File: config.mk
export PLATFORM = sky130hd
export DESIGN_NAME = fifo_byte_unpacker_flat
export DESIGN_NICKNAME = d
export VERILOG_FILES = /design/src/rtl/fifo_byte_unpacker_if.sv /design/src/rtl/fifo_byte_unpacker.sv /design/src/flat_wrapper.sv
export SDC_FILE = /design/constraint.sdc
export NUM_CORES = 1
export LEC_CHECK = 0
export BUFFER_PORTS_ARGS = -buffer_cell sky130_fd_sc_hd__buf_4
export CAP_MARGIN = 20
export CELL_PAD_IN_SITES_DETAIL_PLACEMENT = 1
export CELL_PAD_IN_SITES_GLOBAL_PLACEMENT = 1
export CORE_MARGIN = 2
export CORE_UTILIZATION = 40
export DETAILED_ROUTE_END_ITERATION = 12
export GPL_ROUTABILITY_DRIVEN = 1
export PLACE_DENSITY = 0.88
export SYNTH_ARGS = -nofsm -noshare
export SYNTH_HDL_FRONTEND = slang
export SYNTH_SLANG_ARGS = --single-unit
File: constraint.sdc
create_clock -name i_clk -period 3.1 [get_ports i_clk]
set_input_delay 0.62 -clock i_clk [delete_from_list [all_inputs] [get_ports i_clk]]
set_output_delay 0.62 -clock i_clk [all_outputs]
set_load 0.01 [all_outputs]
File: src/rtl/fifo_byte_unpacker_if.sv
// Bundles the FIFO read port and the byte-stream handshake of fifo_byte_unpacker.
// master = the unpacker side, slave = the FIFO/consumer side.
interface fifo_byte_unpacker_if #(
    parameter int DATA_WIDTH = 32
);
    logic                  fifo_rd;
    logic [DATA_WIDTH-1:0] fifo_data;
    logic                  fifo_empty;
    logic [7:0]            m_data;
    logic                  m_valid;
    logic                  m_ready;
    logic                  m_last;

    modport master (
        output fifo_rd, m_data, m_valid, m_last,
        input  fifo_data, fifo_empty, m_ready
    );

    modport slave (
        input  fifo_rd, m_data, m_valid, m_last,
        output fifo_data, fifo_empty, m_ready
    );
endinterface

File: src/rtl/fifo_byte_unpacker.sv
// Pops one word at a time from the word FIFO and serialises it into a byte stream.
// One word outstanding at most: IDLE pops, WAIT captures fifo_data, SEND emits BYTES bytes.
module fifo_byte_unpacker #(
    parameter int DATA_WIDTH = 32,
    parameter int MSB_FIRST  = 0,
    parameter int CNT_WIDTH  = 16
) (
    input  logic                 i_clk,
    input  logic                 i_rst,
    fifo_byte_unpacker_if.master bus,
    output logic                 o_busy,
    output logic [CNT_WIDTH-1:0] o_word_cnt
);
    localparam int BYTES = DATA_WIDTH / 8;
    localparam int IDX_W = (BYTES > 1) ? $clog2(BYTES) : 1;
    localparam logic [IDX_W-1:0] LAST_IDX = IDX_W'(BYTES - 1);

    typedef enum logic [1:0] {
        ST_IDLE = 2'd0,
        ST_WAIT = 2'd1,
        ST_SEND = 2'd2
    } state_t;

    state_t                r_state;
    state_t                w_next_state;
    logic [DATA_WIDTH-1:0] r_shift;
    logic [DATA_WIDTH-1:0] w_shift_next;
    logic [IDX_W-1:0]      r_idx;
    logic [CNT_WIDTH-1:0]  r_word_cnt;
    logic                  w_fifo_rd;
    logic                  w_handshake;
    logic                  w_last;

    assign w_handshake  = (r_state == ST_SEND) && bus.m_ready;
    assign w_last       = (r_idx == LAST_IDX);
    // The emitted byte always sits at the same end, so shift toward it after each handshake.
    assign w_shift_next = (MSB_FIRST != 0) ? (r_shift << 8) : (r_shift >> 8);

    // Next-state decode and the combinational pop request (only ever in IDLE).
    always_comb begin
        w_next_state = r_state;
        w_fifo_rd    = 1'b0;
        case (r_state)
            ST_IDLE: begin
                if (!bus.fifo_empty && !i_rst) begin
                    w_fifo_rd    = 1'b1;
                    w_next_state = ST_WAIT;
                end else begin
                    w_next_state = ST_IDLE;
                end
            end
            ST_WAIT: w_next_state = ST_SEND;
            ST_SEND: begin
                if (w_handshake && w_last) begin
                    w_next_state = ST_IDLE;
                end else begin
                    w_next_state = ST_SEND;
                end
            end
            default: w_next_state = ST_IDLE;
        endcase
    end

    // State, shift register, byte index and completed-word counter.
    always_ff @(posedge i_clk) begin
        if (i_rst) begin
            r_state    <= ST_IDLE;
            r_shift    <= '0;
            r_idx      <= '0;
            r_word_cnt <= '0;
        end else begin
            r_state <= w_next_state;
            if (r_state == ST_WAIT) begin
                r_shift <= bus.fifo_data;
                r_idx   <= '0;
            end else if (w_handshake) begin
                r_shift <= w_shift_next;
                r_idx   <= r_idx + IDX_W'(1);
                if (w_last) begin
                    r_word_cnt <= r_word_cnt + CNT_WIDTH'(1);
                end
            end
        end
    end

    // Stream outputs decode only registered state, never m_ready.
    assign bus.fifo_rd = w_fifo_rd;
    assign bus.m_valid = (r_state == ST_SEND);
    assign bus.m_last  = (r_state == ST_SEND) && w_last;
    assign bus.m_data  = (MSB_FIRST != 0) ? r_shift[DATA_WIDTH-1 -: 8] : r_shift[7:0];
    assign o_busy      = (r_state != ST_IDLE);
    assign o_word_cnt  = r_word_cnt;
endmodule

File: src/flat_wrapper.sv
// flat-port wrapper written by rule: the top's interface ports become plain ports
module fifo_byte_unpacker_flat 
#(
    parameter int DATA_WIDTH = 32,
    parameter int MSB_FIRST  = 0,
    parameter int CNT_WIDTH  = 16
)
  (i_clk, i_rst, o_busy, o_word_cnt, bus_fifo_rd, bus_m_data, bus_m_valid, bus_m_last, bus_fifo_data, bus_fifo_empty, bus_m_ready);
  fifo_byte_unpacker_if #(.DATA_WIDTH(DATA_WIDTH)) bus_i ();
  input  logic i_clk;
  input  logic i_rst;
  output logic o_busy;
  output logic [CNT_WIDTH-1:0] o_word_cnt;
  output wire logic [$bits(bus_i.fifo_rd)-1:0] bus_fifo_rd;
  output wire logic [$bits(bus_i.m_data)-1:0] bus_m_data;
  output wire logic [$bits(bus_i.m_valid)-1:0] bus_m_valid;
  output wire logic [$bits(bus_i.m_last)-1:0] bus_m_last;
  input wire logic [$bits(bus_i.fifo_data)-1:0] bus_fifo_data;
  input wire logic [$bits(bus_i.fifo_empty)-1:0] bus_fifo_empty;
  input wire logic [$bits(bus_i.m_ready)-1:0] bus_m_ready;
  assign bus_fifo_rd = bus_i.fifo_rd;
  assign bus_m_data = bus_i.m_data;
  assign bus_m_valid = bus_i.m_valid;
  assign bus_m_last = bus_i.m_last;
  assign bus_i.fifo_data = bus_fifo_data;
  assign bus_i.fifo_empty = bus_fifo_empty;
  assign bus_i.m_ready = bus_m_ready;
  fifo_byte_unpacker #(.DATA_WIDTH(DATA_WIDTH), .MSB_FIRST(MSB_FIRST), .CNT_WIDTH(CNT_WIDTH)) u_core (.i_clk(i_clk), .i_rst(i_rst), .bus(bus_i), .o_busy(o_busy), .o_word_cnt(o_word_cnt));
endmodule
==> summary.md <==
| Metric | Value |
|---|---|
| Routed Antenna Nets | `0` |
| Fin crit period | `~2.1 ns` |
| Max cap viols | `0` |
| Crit path required time | `3.33 ns` |
| Post-CTS Setup Repair Bufs | `0` |
| GR Util All Layers | `0.187` |
| Final hold vios | `0` |
| Starting density of the core | `0.420` |
| Dpl hpwl | `3800 µm` |
| Critical Path Source Type | `flop` |
| DRC viols | `0` |
| IO buf count | `63` |
| Synth Area in XOR/XNOR | `0.0484` |
| Met3 Wirelength | `226 µm` |
| CP top delay family | `simple AND/OR/NAND/NOR gates` |
| Mux share of post-synthesis cell area | `0.00979` |
| Share of layout cells above drive strength 1 | `0.261` |
| Clock Tree Root | `clkbuf_8` |
| # setup viols final | `0` |
| Syn avg cell area | `8.48 µm²` |
| Via density | `5.25` |
| Flop-to-flop setup slack | `0.97 ns` |
| Critical path depth | `6` |
| CTS tree | `done` |
| CTS Hold Buffers Added | `0` |
| Status | `completed` |
| Setup Crit Path Kind | `reg -> reg` |
| Slew margin rel. | `0.636` |
| Drt total wl | `~5500 µm` |
| Crit-path cells | `ha_1 -> nand4b_1 -> buf_4 -> or3_4 -> or4b_1 -> a21oi_1` |
| Worst stage delay on the critical path | `0.52 ns` |
| First-pass detailed-route iteration total | `4` |
| Top Layer Used | `met4` |
| H-Tree Depth | `2` |
| WL/cell | `14.7 µm` |
| TritonCTS Buffers | `5` |
| Cells after DPL | `around 370` |
| Worst-margin pin slew | `between 0.5 and 0.6 ns` |
| Yosys warns | `0` |
| Non-filler cells, final | `377` |
| Clock buffer depth | `2` |
| Clock slew at reported path FFs | `around 0.10 ns` |
| IO Count | `64` |
| Via Count | `roughly 2000` |
| CP max stage cell | `or4b_1` |
| Fmax | `469 MHz` |
| Simple-Gate Fraction of Synth Area | `0.215` |
| Sequential area share after synthesis | `0.479` |
| Area Growth Syn to Fin | `27.2%` |
| Core ar. | `5170 µm²` |
| CP Buf/Inv Count | `1` |
| Final cycle utilization of the critical path | `0.688` |
| Post_cts resized | `0` |
| Largest net degree at the start of global routing | `54` |
| Grt ovf | `0` |
| Seq cells post-synth | `52` |
| Yosys cell types | `33` |
| Rows | `26` |
| Die Wd | `77.7 µm` |
| Final Max Tran Viols | `0` |
| Main combinational cell family by area after synthesis | `simple AND/OR/NAND/NOR gates` |
| Met2 routed WL | `approximately 2700 µm` |
| Worst hold path class | `reg -> reg` |
| Pwr/cell area | `479 nW/µm²` |
| Hold depth | `2` |
| Initial antenna violation count | `0` |
| CTS sink count | `52` |
| Clock skew | `0.00875 ns` |
| Syn Nets | `294` |
| Worst-Skew Late Latency | `0.30 ns` |
| Unrepaired setup endpoints after global routing | `false` |
| Iter 0 DRT Violations | `between 100 and 150` |
| Compound-Gate Fraction of Synth Area | `0.176` |
| Fill cells | `616` |
| Worst r2r path cells | `6` |
| Die footprint | `between 6000 and 7000 µm²` |
| Worst Path Max Fanout | `13` |
| Met1 WL | `2500 µm` |
| Die H | `77.7 µm` |
| Critical Path AT | `2.36 ns` |
| Post-synth design cell area | `2170 µm²` |
| Setup TNS | `0 ns` |
| Cells after Synth | `256` |
| Peak supply drop | `235 µV` |
| Diode count | `0` |
| Setup crit end kind | `flop` |
| Synthesized-area fraction occupied by adder cells | `0.0115` |
| Number of global-route vias before repair | `1951` |
| Placer Congestion | `0.761` |
| Final Net Count | `~340` |
| Finished Core Util | `0.534` |
| First-pass GRT wire length | `9130 µm` |
| Leakage Power | `0.00104 µW` |
| Total chip power | `1320 µW` |
-- cell usage in the layout, fill, tap and decap left out, drive strengths merged --
cell and n:
buf 68, dfxtp 52, nand2 40, a21oi 37, a22oi 24, nand3 17, nor2 14, xnor2 9
nor3 7, nor4 5, clkbuf 5, xor2 3, nand4 2, o21ai 2, ha 2, clkinv 2
nor2b 2, or3 2, and2b 1, and2 1, and3b 1, or2 1, nand4b 1, and4 1
or4b 1, inv 1, o31ai 1, or4 1, mux2i 1, nand2b 1, mux2 1, bufinv 1
-- routing by layer --
metal,up-vias,GRT usage
li1,986,-
met1,940,0.253
met2,50,0.302
met3,5,0.0291
met4,0,0.0679
met5,-,0
-- stage by stage --
step	instance area [µm²]	setup slack, ns	hold slack (ns)
final	2760	0.967	0.460
after global routing	2760	0.864	0.475
after CTS	2760	0.959	0.464
after detailed placement	2650	0.899	0.449
after global placement	2650	0.976	0.443
after floorplan	2170	1.17	0.437
-- synth_stat cells, drive strengths merged --
| cell type | number | area share |
|---|---|---|
| and2b | 1 | 0.0035 |
| ha | 2 | 0.012 |
| dfxtp | 52 | 0.48 |
| nor3 | 7 | 0.016 |
| xor2 | 3 | 0.012 |
| mux2i | 1 | 0.0046 |
| nor2 | 14 | 0.024 |
| mux2 | 1 | 0.0052 |
| a22oi | 24 | 0.083 |
| or3 | 2 | 0.0081 |
| a21oi | 37 | 0.085 |
| or2 | 1 | 0.0029 |
| xnor2 | 9 | 0.036 |
| nand2 | 40 | 0.069 |
| nand4b | 1 | 0.0040 |
| nor4 | 5 | 0.014 |
| buf | 12 | 0.036 |
| inv | 1 | 0.0017 |
| clkbuf | 13 | 0.022 |
| or4 | 1 | 0.0035 |
| nand4 | 2 | 0.0058 |
| nand2b | 1 | 0.0029 |
| o21ai | 2 | 0.0046 |
| or4b | 1 | 0.0046 |
| nand3 | 17 | 0.039 |
| o31ai | 1 | 0.0035 |
| and3b | 1 | 0.0040 |
| and2 | 1 | 0.0029 |
| nor2b | 2 | 0.0058 |
| and4 | 1 | 0.0040 |
-- state kept, by name, summed over array words and instances, names as in the netlist --
name / count
u_core.r_shift: 32
u_core.r_state: 2
u_core.r_idx: 2
u_core.o_word_cnt: 16
-- power by group --
part | total [µW] | switching (µW) | internal (µW)
Sequential | 706 | 14.3 | 692
Clock | 480 | 237 | 244
Combinational | 138 | 72.3 | 65.3
Total | 1320 | 323 | 1000
-- cells by family (layout without fill, tap and decap cells) --
family	count (synthesis)	count (layout)
mux	2	2
flops	52	52
buf+inv	26	77
simple gates	98	98
compound gates	64	64
fa+ha+maj	2	2
xor+xnor	12	12
-- worst paths after layout --
path                                  startpoint                                  to
hold reg to reg   u_core.r_shift[3]$_SDFFE_PP0P_      u_core.r_shift[3]$_SDFFE_PP0P_
hold / removal    u_core.r_shift[3]$_SDFFE_PP0P_      u_core.r_shift[3]$_SDFFE_PP0P_
setup / recovery    u_core.r_idx[0]$_SDFFE_PP0P_  u_core.o_word_cnt[13]$_SDFFE_PP0P_
setup reg to reg    u_core.r_idx[0]$_SDFFE_PP0P_  u_core.o_word_cnt[13]$_SDFFE_PP0P_
-- tightest hold or removal path: cells and delay by family, from the launching register on --
family | cells | cell delay, ns
DFF | 1 | 0.32
and+or+nand+nor | 1 | 0.05
AOI/OAI and AO/OA | 1 | 0.05
-- layout make-up --
| class | count | area, µm² | share of cell area |
|---|---|---|---|
| Clock buffer | 5 | 68.8 | 0.0249 |
| Sequential cell | 52 | 1040 | 0.377 |
| Timing Repair Buffer | 68 | 510 | 0.185 |
| Clock inverter | 3 | 47.5 | 0.0172 |
| Inverter | 1 | 3.75 | 0.00136 |
| Multi-Input combinational cell | 178 | 1000 | 0.363 |
| Tap cell | 70 | 87.6 | 0.0317 |
Power figures use the tool's default switching activity.
